===== config.mk =====
export PLATFORM = sky130hd
export DESIGN_NAME = i2c_target
export DESIGN_NICKNAME = d
export VERILOG_FILES = /design/src/rtl/i2c_target.sv
export SDC_FILE = /design/constraint.sdc
export NUM_CORES = 1
export LEC_CHECK = 0
export CORE_UTILIZATION = 54
export DETAILED_ROUTE_END_ITERATION = 6
export PLACE_DENSITY = 0.83
export RECOVER_POWER = 25
export SKIP_CTS_REPAIR_TIMING = 1
export SYNTH_ARGS = -nofsm -noshare
export SYNTH_HDL_FRONTEND = slang
export SYNTH_SLANG_ARGS = --single-unit
export TNS_END_PERCENT = 50

===== constraint.sdc =====
create_clock -name clock_i -period 2.1 [get_ports clock_i]
set_clock_uncertainty 0.1 [all_clocks]
set_input_delay 0.42 -clock clock_i [delete_from_list [all_inputs] [get_ports clock_i]]
set_output_delay 0.42 -clock clock_i [all_outputs]
set_load 0.01 [all_outputs]

===== src/rtl/i2c_target.sv =====
// I2C target (slave) responder with a 7-bit address.
// SCL/SDA are synchronized and glitch-filtered on the system clock, START/STOP
// and SCL edges are derived from the filtered levels, and a byte-level FSM
// ACKs its own address, hands written bytes out and sources read bytes through
// one-cycle strobes. SDA is open-drain (0 = pull low); SCL is never driven.
module i2c_target #(
  parameter int SYNC_STAGES = 2,
  parameter int FILTER_LEN  = 3
) (
  input  logic       clock_i,
  input  logic       reset_i,
  input  logic [6:0] own_addr_i,
  input  logic       i2c_sclk_i,
  input  logic       i2c_sdat_i,
  output logic       i2c_sdat_o,
  output logic [7:0] data_o,
  output logic       data_valid_o,
  input  logic       rx_full_i,
  input  logic [7:0] data_i,
  input  logic       data_available_i,
  output logic       data_read_o,
  output logic       rw_o,
  output logic       start_o,
  output logic       stop_o,
  output logic       busy_o
);

  localparam int FCW = $clog2(FILTER_LEN + 1);

  typedef enum logic [2:0] {
    IDLE, ADDR, ADDR_ACK, WR_DATA, WR_ACK, RD_DATA, RD_ACK, IGNORE
  } state_t;

  // Index 0 carries SCL, index 1 carries SDA through the input path.
  logic [1:0] line_raw;
  logic [1:0] line_filt;
  logic [1:0] line_rise;
  logic [1:0] line_fall;

  assign line_raw = {i2c_sdat_i, i2c_sclk_i};

  generate
    for (genvar gi = 0; gi < 2; gi++) begin : g_line
      logic [SYNC_STAGES-1:0] sync_reg;
      logic [FCW-1:0]         cnt_reg;
      logic                   filt_reg;
      logic                   rise_reg;
      logic                   fall_reg;
      logic                   sync_out;

      assign sync_out = sync_reg[SYNC_STAGES-1];

      // Synchronizer chain; resets to 1 so an idle bus produces no edges.
      always_ff @(posedge clock_i or posedge reset_i) begin
        if (reset_i) sync_reg <= '1;
        else         sync_reg <= (sync_reg << 1) | SYNC_STAGES'(line_raw[gi]);
      end

      // Accept a new level only after FILTER_LEN consecutive differing samples;
      // the edge pulses are emitted in the same cycle the level flips.
      always_ff @(posedge clock_i or posedge reset_i) begin
        if (reset_i) begin
          filt_reg <= 1'b1;
          cnt_reg  <= '0;
          rise_reg <= 1'b0;
          fall_reg <= 1'b0;
        end else begin
          rise_reg <= 1'b0;
          fall_reg <= 1'b0;
          if (sync_out == filt_reg) begin
            cnt_reg <= '0;
          end else if (cnt_reg == FCW'(FILTER_LEN - 1)) begin
            filt_reg <= sync_out;
            cnt_reg  <= '0;
            rise_reg <= sync_out;
            fall_reg <= ~sync_out;
          end else begin
            cnt_reg <= cnt_reg + 1'b1;
          end
        end
      end

      assign line_filt[gi] = filt_reg;
      assign line_rise[gi] = rise_reg;
      assign line_fall[gi] = fall_reg;
    end
  endgenerate

  logic scl_rise, scl_fall, sda_bit, start_det, stop_det;
  assign scl_rise  = line_rise[0];
  assign scl_fall  = line_fall[0];
  assign sda_bit   = line_filt[1];
  assign start_det = line_fall[1] & line_filt[0];
  assign stop_det  = line_rise[1] & line_filt[0];

  state_t     state_reg, state_next;
  logic [2:0] bit_cnt_reg, bit_cnt_next;
  logic [7:0] shreg_reg, shreg_next;
  logic       sda_reg, sda_next;
  logic       rw_reg, rw_next;
  logic       phase_reg, phase_next;    // ACK phase: driven / controller ACKed
  logic       accept_reg, accept_next;  // last written byte was taken
  logic [7:0] data_reg, data_next;
  logic       valid_reg, valid_next;
  logic       read_reg, read_next;
  logic       start_reg, start_next;
  logic       stop_reg, stop_next;
  logic [7:0] load_byte;

  assign load_byte = data_available_i ? data_i : 8'hFF;
  assign busy_o    = (state_reg == ADDR_ACK) || (state_reg == WR_DATA) ||
                     (state_reg == WR_ACK)   || (state_reg == RD_DATA) ||
                     (state_reg == RD_ACK);

  // Next-state and output logic; STOP beats START beats SCL edges.
  always_comb begin
    state_next   = state_reg;
    bit_cnt_next = bit_cnt_reg;
    shreg_next   = shreg_reg;
    sda_next     = sda_reg;
    rw_next      = rw_reg;
    phase_next   = phase_reg;
    accept_next  = accept_reg;
    data_next    = data_reg;
    valid_next   = 1'b0;
    read_next    = 1'b0;
    start_next   = 1'b0;
    stop_next    = 1'b0;
    if (stop_det) begin
      state_next = IDLE;
      sda_next   = 1'b1;
      stop_next  = busy_o;
    end else if (start_det) begin
      state_next   = ADDR;
      bit_cnt_next = 3'd0;
      sda_next     = 1'b1;
    end else begin
      case (state_reg)
        ADDR: begin
          if (scl_rise) begin
            shreg_next   = {shreg_reg[6:0], sda_bit};
            bit_cnt_next = bit_cnt_reg + 3'd1;
            if (bit_cnt_reg == 3'd7) begin
              if ((shreg_reg[6:0] == own_addr_i) && (own_addr_i != 7'h00)) begin
                state_next = ADDR_ACK;
                rw_next    = sda_bit;
                start_next = 1'b1;
                phase_next = 1'b0;
              end else begin
                state_next = IGNORE;
              end
            end
          end
        end
        ADDR_ACK: begin
          if (scl_fall) begin
            if (!phase_reg) begin
              sda_next   = 1'b0;
              phase_next = 1'b1;
            end else begin
              bit_cnt_next = 3'd0;
              if (rw_reg) begin
                read_next  = 1'b1;
                shreg_next = load_byte;
                sda_next   = load_byte[7];
                state_next = RD_DATA;
              end else begin
                sda_next   = 1'b1;
                state_next = WR_DATA;
              end
            end
          end
        end
        WR_DATA: begin
          if (scl_rise) begin
            shreg_next   = {shreg_reg[6:0], sda_bit};
            bit_cnt_next = bit_cnt_reg + 3'd1;
            if (bit_cnt_reg == 3'd7) begin
              state_next  = WR_ACK;
              phase_next  = 1'b0;
              accept_next = ~rx_full_i;
              if (!rx_full_i) begin
                data_next  = {shreg_reg[6:0], sda_bit};
                valid_next = 1'b1;
              end
            end
          end
        end
        WR_ACK: begin
          if (scl_fall) begin
            if (!phase_reg) begin
              sda_next   = ~accept_reg;
              phase_next = 1'b1;
            end else begin
              sda_next     = 1'b1;
              bit_cnt_next = 3'd0;
              state_next   = accept_reg ? WR_DATA : IGNORE;
            end
          end
        end
        RD_DATA: begin
          if (scl_fall) begin
            if (bit_cnt_reg == 3'd7) begin
              sda_next   = 1'b1;
              phase_next = 1'b0;
              state_next = RD_ACK;
            end else begin
              shreg_next   = {shreg_reg[6:0], 1'b0};
              sda_next     = shreg_reg[6];
              bit_cnt_next = bit_cnt_reg + 3'd1;
            end
          end
        end
        RD_ACK: begin
          if (scl_rise) begin
            if (sda_bit) state_next = IGNORE;
            else         phase_next = 1'b1;
          end else if (scl_fall && phase_reg) begin
            read_next    = 1'b1;
            shreg_next   = load_byte;
            sda_next     = load_byte[7];
            bit_cnt_next = 3'd0;
            state_next   = RD_DATA;
          end
        end
        default: ;
      endcase
    end
  end

  // State and output registers; reset releases SDA immediately.
  always_ff @(posedge clock_i or posedge reset_i) begin
    if (reset_i) begin
      state_reg   <= IDLE;
      bit_cnt_reg <= 3'd0;
      shreg_reg   <= 8'h00;
      sda_reg     <= 1'b1;
      rw_reg      <= 1'b0;
      phase_reg   <= 1'b0;
      accept_reg  <= 1'b0;
      data_reg    <= 8'h00;
      valid_reg   <= 1'b0;
      read_reg    <= 1'b0;
      start_reg   <= 1'b0;
      stop_reg    <= 1'b0;
    end else begin
      state_reg   <= state_next;
      bit_cnt_reg <= bit_cnt_next;
      shreg_reg   <= shreg_next;
      sda_reg     <= sda_next;
      rw_reg      <= rw_next;
      phase_reg   <= phase_next;
      accept_reg  <= accept_next;
      data_reg    <= data_next;
      valid_reg   <= valid_next;
      read_reg    <= read_next;
      start_reg   <= start_next;
      stop_reg    <= stop_next;
    end
  end

  assign i2c_sdat_o   = sda_reg;
  assign data_o       = data_reg;
  assign data_valid_o = valid_reg;
  assign data_read_o  = read_reg;
  assign rw_o         = rw_reg;
  assign start_o      = start_reg;
  assign stop_o       = stop_reg;

endmodule


Yosys cells after proc, flatten, opt, wreduce, memory -nomap -nowiden
Index checks and enable logic that the tools add are counted.
W data, S select, Z words.
{ "op_classes": {"n_reduce_logical": 24, "eq_ne": 48, "bitwise": 12, "n_addsub": 3, "muxes": 93} }
{ "op_table": {"columns": ["operator", "n"], "rows": [
  ["$mux W3", 26],
  ["$mux W7", 8],
  ["$mux W1", 48],
  ["$ne A4 B4 Y1 const B", 9],
  ["$pmux W7 S4", 1],
  ["$ne A2 B2 Y1 const B", 12],
  ["$reduce_and A11 Y1", 2],
  ["$pmux W3 S6", 1],
  ["$reduce_and A6 Y1", 3],
  ["$reduce_and A13 Y1", 1],
  ["$eq A3 B3 Y1 const B", 4],
  ["$ne A4 B3 Y1 const B", 3],
  ["$pmux W3 S4", 1],
  ["$reduce_bool A5 Y1", 2],
  ["$ne A3 B1 Y1 const B", 3],
  ["$ne A3 B3 Y1 const B", 3],
  ["$reduce_and A9 Y1", 1],
  ["$mux W2", 4],
  ["$mux W8", 1],
  ["$not A1 Y1", 8],
  ["$reduce_bool A8 Y1", 1],
  ["$eq A7 B7 Y1", 1],
  ["$reduce_bool A7 Y1", 1],
  ["$eq A3 B2 Y1 const B", 2],
  ["21 further kinds", 34]
]} }
{ "word_totals": {"out_inout_bits": 15, "word_cells": 202, "register_bits": 43} }

Logic depth before layout (Yosys ltp)
{ "depth": {"word_depth": 8, "ltp_mapped": 7} }

Least setup slack after synthesis
No wires, ideal clock.
{ "synth_path": {"path_type": "reg-to-reg", "from": "register bit_cnt_reg[0]", "to": "register shreg_reg[0]", "n_path_buf": 0, "arrival_time_ns": 1.554, "path_slack_ns": 0.321, "t_required_ns": 1.875, "path_stages_with_launch": 7, "setup_time_ns": 0.125, "synth_period_minus_slack_ns": 1.779, "cell_sequence": "dfrtp_1 ha_1 ha_1 nand2b_1 nor2_1 o211ai_4 mux2_4"} }
{ "synth_via": {"elab_chain_len": 3} }
{ "synth_rtl": {"columns": ["item", "line", "rtl"], "rows": [
  ["start, declared", "97", "logic [2:0] bit_cnt_reg, bit_cnt_next;"],
  ["start signal, assigned", "248", "bit_cnt_reg <= bit_cnt_next;"],
  ["$eq A3 B3 Y1", "203", "if (bit_cnt_reg == 3'd7) begin"],
  ["$ne A2 B2 Y1 (no line)", null, null],
  ["$reduce_and A11 Y1 (no line)", null, null],
  ["end signal, assigned", "249", "shreg_reg <= shreg_next;"],
  ["end, declared", "98", "logic [7:0] shreg_reg, shreg_next;"]
]} }
No other way between the ends.
A chain may end at the register's enable or synchronous reset.

Worst setup path in the final report
{ "layout_path": {"from": "register bit_cnt_reg[0]", "to": "register data_reg[1] (netlist: data_o[1])"} }
{ "layout_via": {"elab_chain_len": 2} }
{ "layout_rtl": {"columns": ["item", "line", "rtl"], "rows": [
  ["$eq A3 B3 Y1", "178", "if (bit_cnt_reg == 3'd7) begin"],
  ["$reduce_and A6 Y1 (no line)", null, null],
  ["end signal, assigned", "254", "data_reg <= data_next;"],
  ["end, declared", "103", "logic [7:0] data_reg, data_next;"]
]} }
No other way between the ends.

==> metrics.txt <==
# diodes 0; Die Y about 69 µm; Min Hold Slack 0.260 ns; Slowest-stage cell, CP dfrtp_1; Worst Hold Depth 0; Cells after Synth 219; H-tree depth 2; Peak Freq roughly 500 MHz; compound-gate portion of the synthesized area between 15 and 20%; Final Hold Fails 0; core area between 4000 and 5000 µm²; critical path launch point type flop; Area Growth Syn to Fin 23.2%; XOR/XNOR share of the synthesized area approximately 3%; chip width 68.6 µm; Die Footprint 4700 µm²; vias post-DR between 1,500 and 2,000; fraction of the mapped netlist area in simple logic gates between 10% and 20%; most common library cell in the layout ignoring fill and taps dfrtp_1; Synth Flop Type dfrtp_1; clk_lat worst skew ~0.30 ns; main combinational cell family by area after synthesis compound AO/OA/AOI/OAI gates; global-route wire length before repair around 8.7 mm; Synth cell types 57; Critical R2R Launch bit_cnt_reg[0]$_DFFE_PP0P_; Slew headroom between 30% and 40%; TritonCTS clock tree built; synthesized flop and latch total 43; Hold Crit Start g_line[1].sync_reg[0]$_DFF_PP1_; cell repeated most along the worst path ha_1; Max Root-Sink Buffers 2; Hold Path Sink g_line[1].sync_reg[1]$_DFF_PP1_; drt drc 0; mux share of post-synthesis cell area about 13%; Max rail drop VDD roughly 0.64 mV; cells on worst reg2reg path 6; DRT iter0 DRCs approximately 110; Clk Tree Root Cell clkbuf_8; CP endpoint kind flop; vias in the first global route ~1,900; Worst EP required 2.18 ns; initial antenna violation count 0; adder and majority cell fraction of the synthesized area around 1.6%; Net Count, Synth around 240; post-route ant nets 0; RePlAce Congestion between 0.9 and 1; final instance area between 2000 and 3000 µm²; sequential element share of the synthesized area between 40% and 50%; ys async rst share 100%; flop2flop setup slack about 0.047 ns; Mapped Area approximately 2400 µm²; CTS Sinks 43; setup violators final 0; row cnt 23; CP max stage delay ~0.36 ns; Cell Area, Placed roughly 2900 µm²; cells along the critical path ha_1, ha_1, nand4_1, or2_4, nor2_8, mux2_4; post-route minimum period 2.05 ns; most frequent cells in the layout dfrtp_1 (36), clkdlybuf4s50_1 (31), nand2_1 (18); worst-margin pin slew 1.04 ns; leak pwr around 1.3 nW; run status finished, final reports clean; layout cells sized above 1 roughly 22%; critical path class reg2reg; kind of cell adding the most delay to the critical path simple AND/OR/NAND/NOR gates; utilization after layout between 70 and 80%; PwrDens ~1300 nW/µm²; setup TNS 0 ns; reg2reg end data_o[1]$_DFFE_PP0P_; Post-Route WL 5.26 mm; vias per cell approximately 5.8; Inst Count DP 308; critical path fanouts, max 10; number of enable flip-flop cells after synthesis 0; number of top-level pins 36; initial core utilization 58.1%; Num CTS Buffers 5; WP buf/inv 0; max-slew violation count 0; router iterations before antenna repair 4; WL/cell between 15 and 20 µm; clk slew on worst S/H paths ~0.080 ns; pin count of the biggest net entering global routing 44; CP arrival 2.14 ns; maxcap violations 0; max FFs per register 8; yosys warns 0; Detail Placement HPWL roughly 3.8 mm; GRT overflow 0; Final Non-Filler Cells ~320; I/O Buffers 35; fin nets about 290; Overall Global Routing Usage between 20% and 30%; Hold Crit Class reg2reg; Period Utilization, post-route between 90% and 100%; Syn Area/Cell approximately 11 µm²; RSZ-0062 raised after global routing yes
report_power, final:
part           internal (W)  switching [W]
clock network      0.000269       0.000287
logic              0.000934       0.000923
registers           0.00105       0.000236
layout make-up:
cell class | instances | area (µm²)
Inverter | 9 | 33.8
Clock inverter | 1 | 8.76
Tap cell | 50 | 62.6
Sequential cell | 43 | 1080
Timing Repair Buffer | 50 | 463
Multi-Input combinational cell | 158 | 1210
Clock buffer | 7 | 86.3
Fill cell | 306 | 1170
synthesized netlist by cell type, drive strengths merged, types with 2 or more instances:
cell | count | area [µm²]
dfrtp | 36 | 901
nand3 | 3 | 15.0
or2 | 2 | 15.0
a21oi | 7 | 35.0
nor2 | 15 | 72.6
and2b | 2 | 15.0
nand2 | 18 | 67.6
nand2b | 6 | 37.5
mux2 | 19 | 270
o21ai | 15 | 86.3
inv | 9 | 33.8
nor4 | 2 | 12.5
nand4 | 2 | 12.5
and3 | 2 | 12.5
o211ai | 2 | 28.8
nor3 | 6 | 35.0
buf | 8 | 61.3
a22o | 2 | 17.5
a32oi | 2 | 17.5
ha | 3 | 37.5
nor2b | 8 | 50.1
a21boi | 6 | 48.8
o21a | 2 | 15.0
a211oi | 6 | 55.1
xor2 | 8 | 70.1
mux2i | 3 | 30.0
dfstp | 7 | 184
a221oi | 2 | 17.5
cells by family after synthesis:
| family | after synthesis |
|---|---|
| compound gates | 54 |
| simple gates | 71 |
| flops | 43 |
| mux | 22 |
| fa+ha+maj | 3 |
| xor+xnor | 8 |
| buf+inv | 18 |
through the flow:
step	power, W	worst slack (ns)
detailed placement	0.00312	-0.0809
global route	0.00396	-0.00461
CTS	0.00370	-0.0851
global placement	0.00306	-0.0703
floorplan	0.00264	0.321
finish	0.00370	0.0475
how the worst max path moves through the flow:
| stage | start | end | slack [ns] | cells after the start |
|---|---|---|---|---|
| global route | bit_cnt_reg[1]$_DFFE_PP0P_ | data_o[1]$_DFFE_PP0P_ | -0.005 | 6 |
| global placement | own_addr_i[5] | rw_o$_DFFE_PP0P_ | -0.07 | 6 |
| floorplan | bit_cnt_reg[0]$_DFFE_PP0P_ | shreg_reg[0]$_DFFE_PP0P_ | 0.32 | 6 |
| detailed placement | own_addr_i[5] | rw_o$_DFFE_PP0P_ | -0.08 | 6 |
| CTS | state_reg[2]$_DFFE_PP0P_ | busy_o | -0.09 | 4 |
| finish | bit_cnt_reg[0]$_DFFE_PP0P_ | data_o[1]$_DFFE_PP0P_ | 0.05 | 6 |
worst register-to-register path, delay by kind of cell (launching register included):
kind / cells / cell delay, ns
simple gates: 3 / 0.73
fa+ha+maj: 2 / 0.42
flops: 1 / 0.36
mux: 1 / 0.33
routing by layer:
| layer | global-route usage (%) | vias to the layer above | wire length, µm |
|---|---|---|---|
| met1 | 31.3 | 884 | 2200 |
| met2 | 46.1 | 59 | 2650 |
| met3 | 6.09 | 10 | 305 |
| met4 | 10.2 | 0 | 104 |
| met5 | 0 | - | 0 |
| li1 | - | 876 | - |
Power figures use the tool's default switching activity.
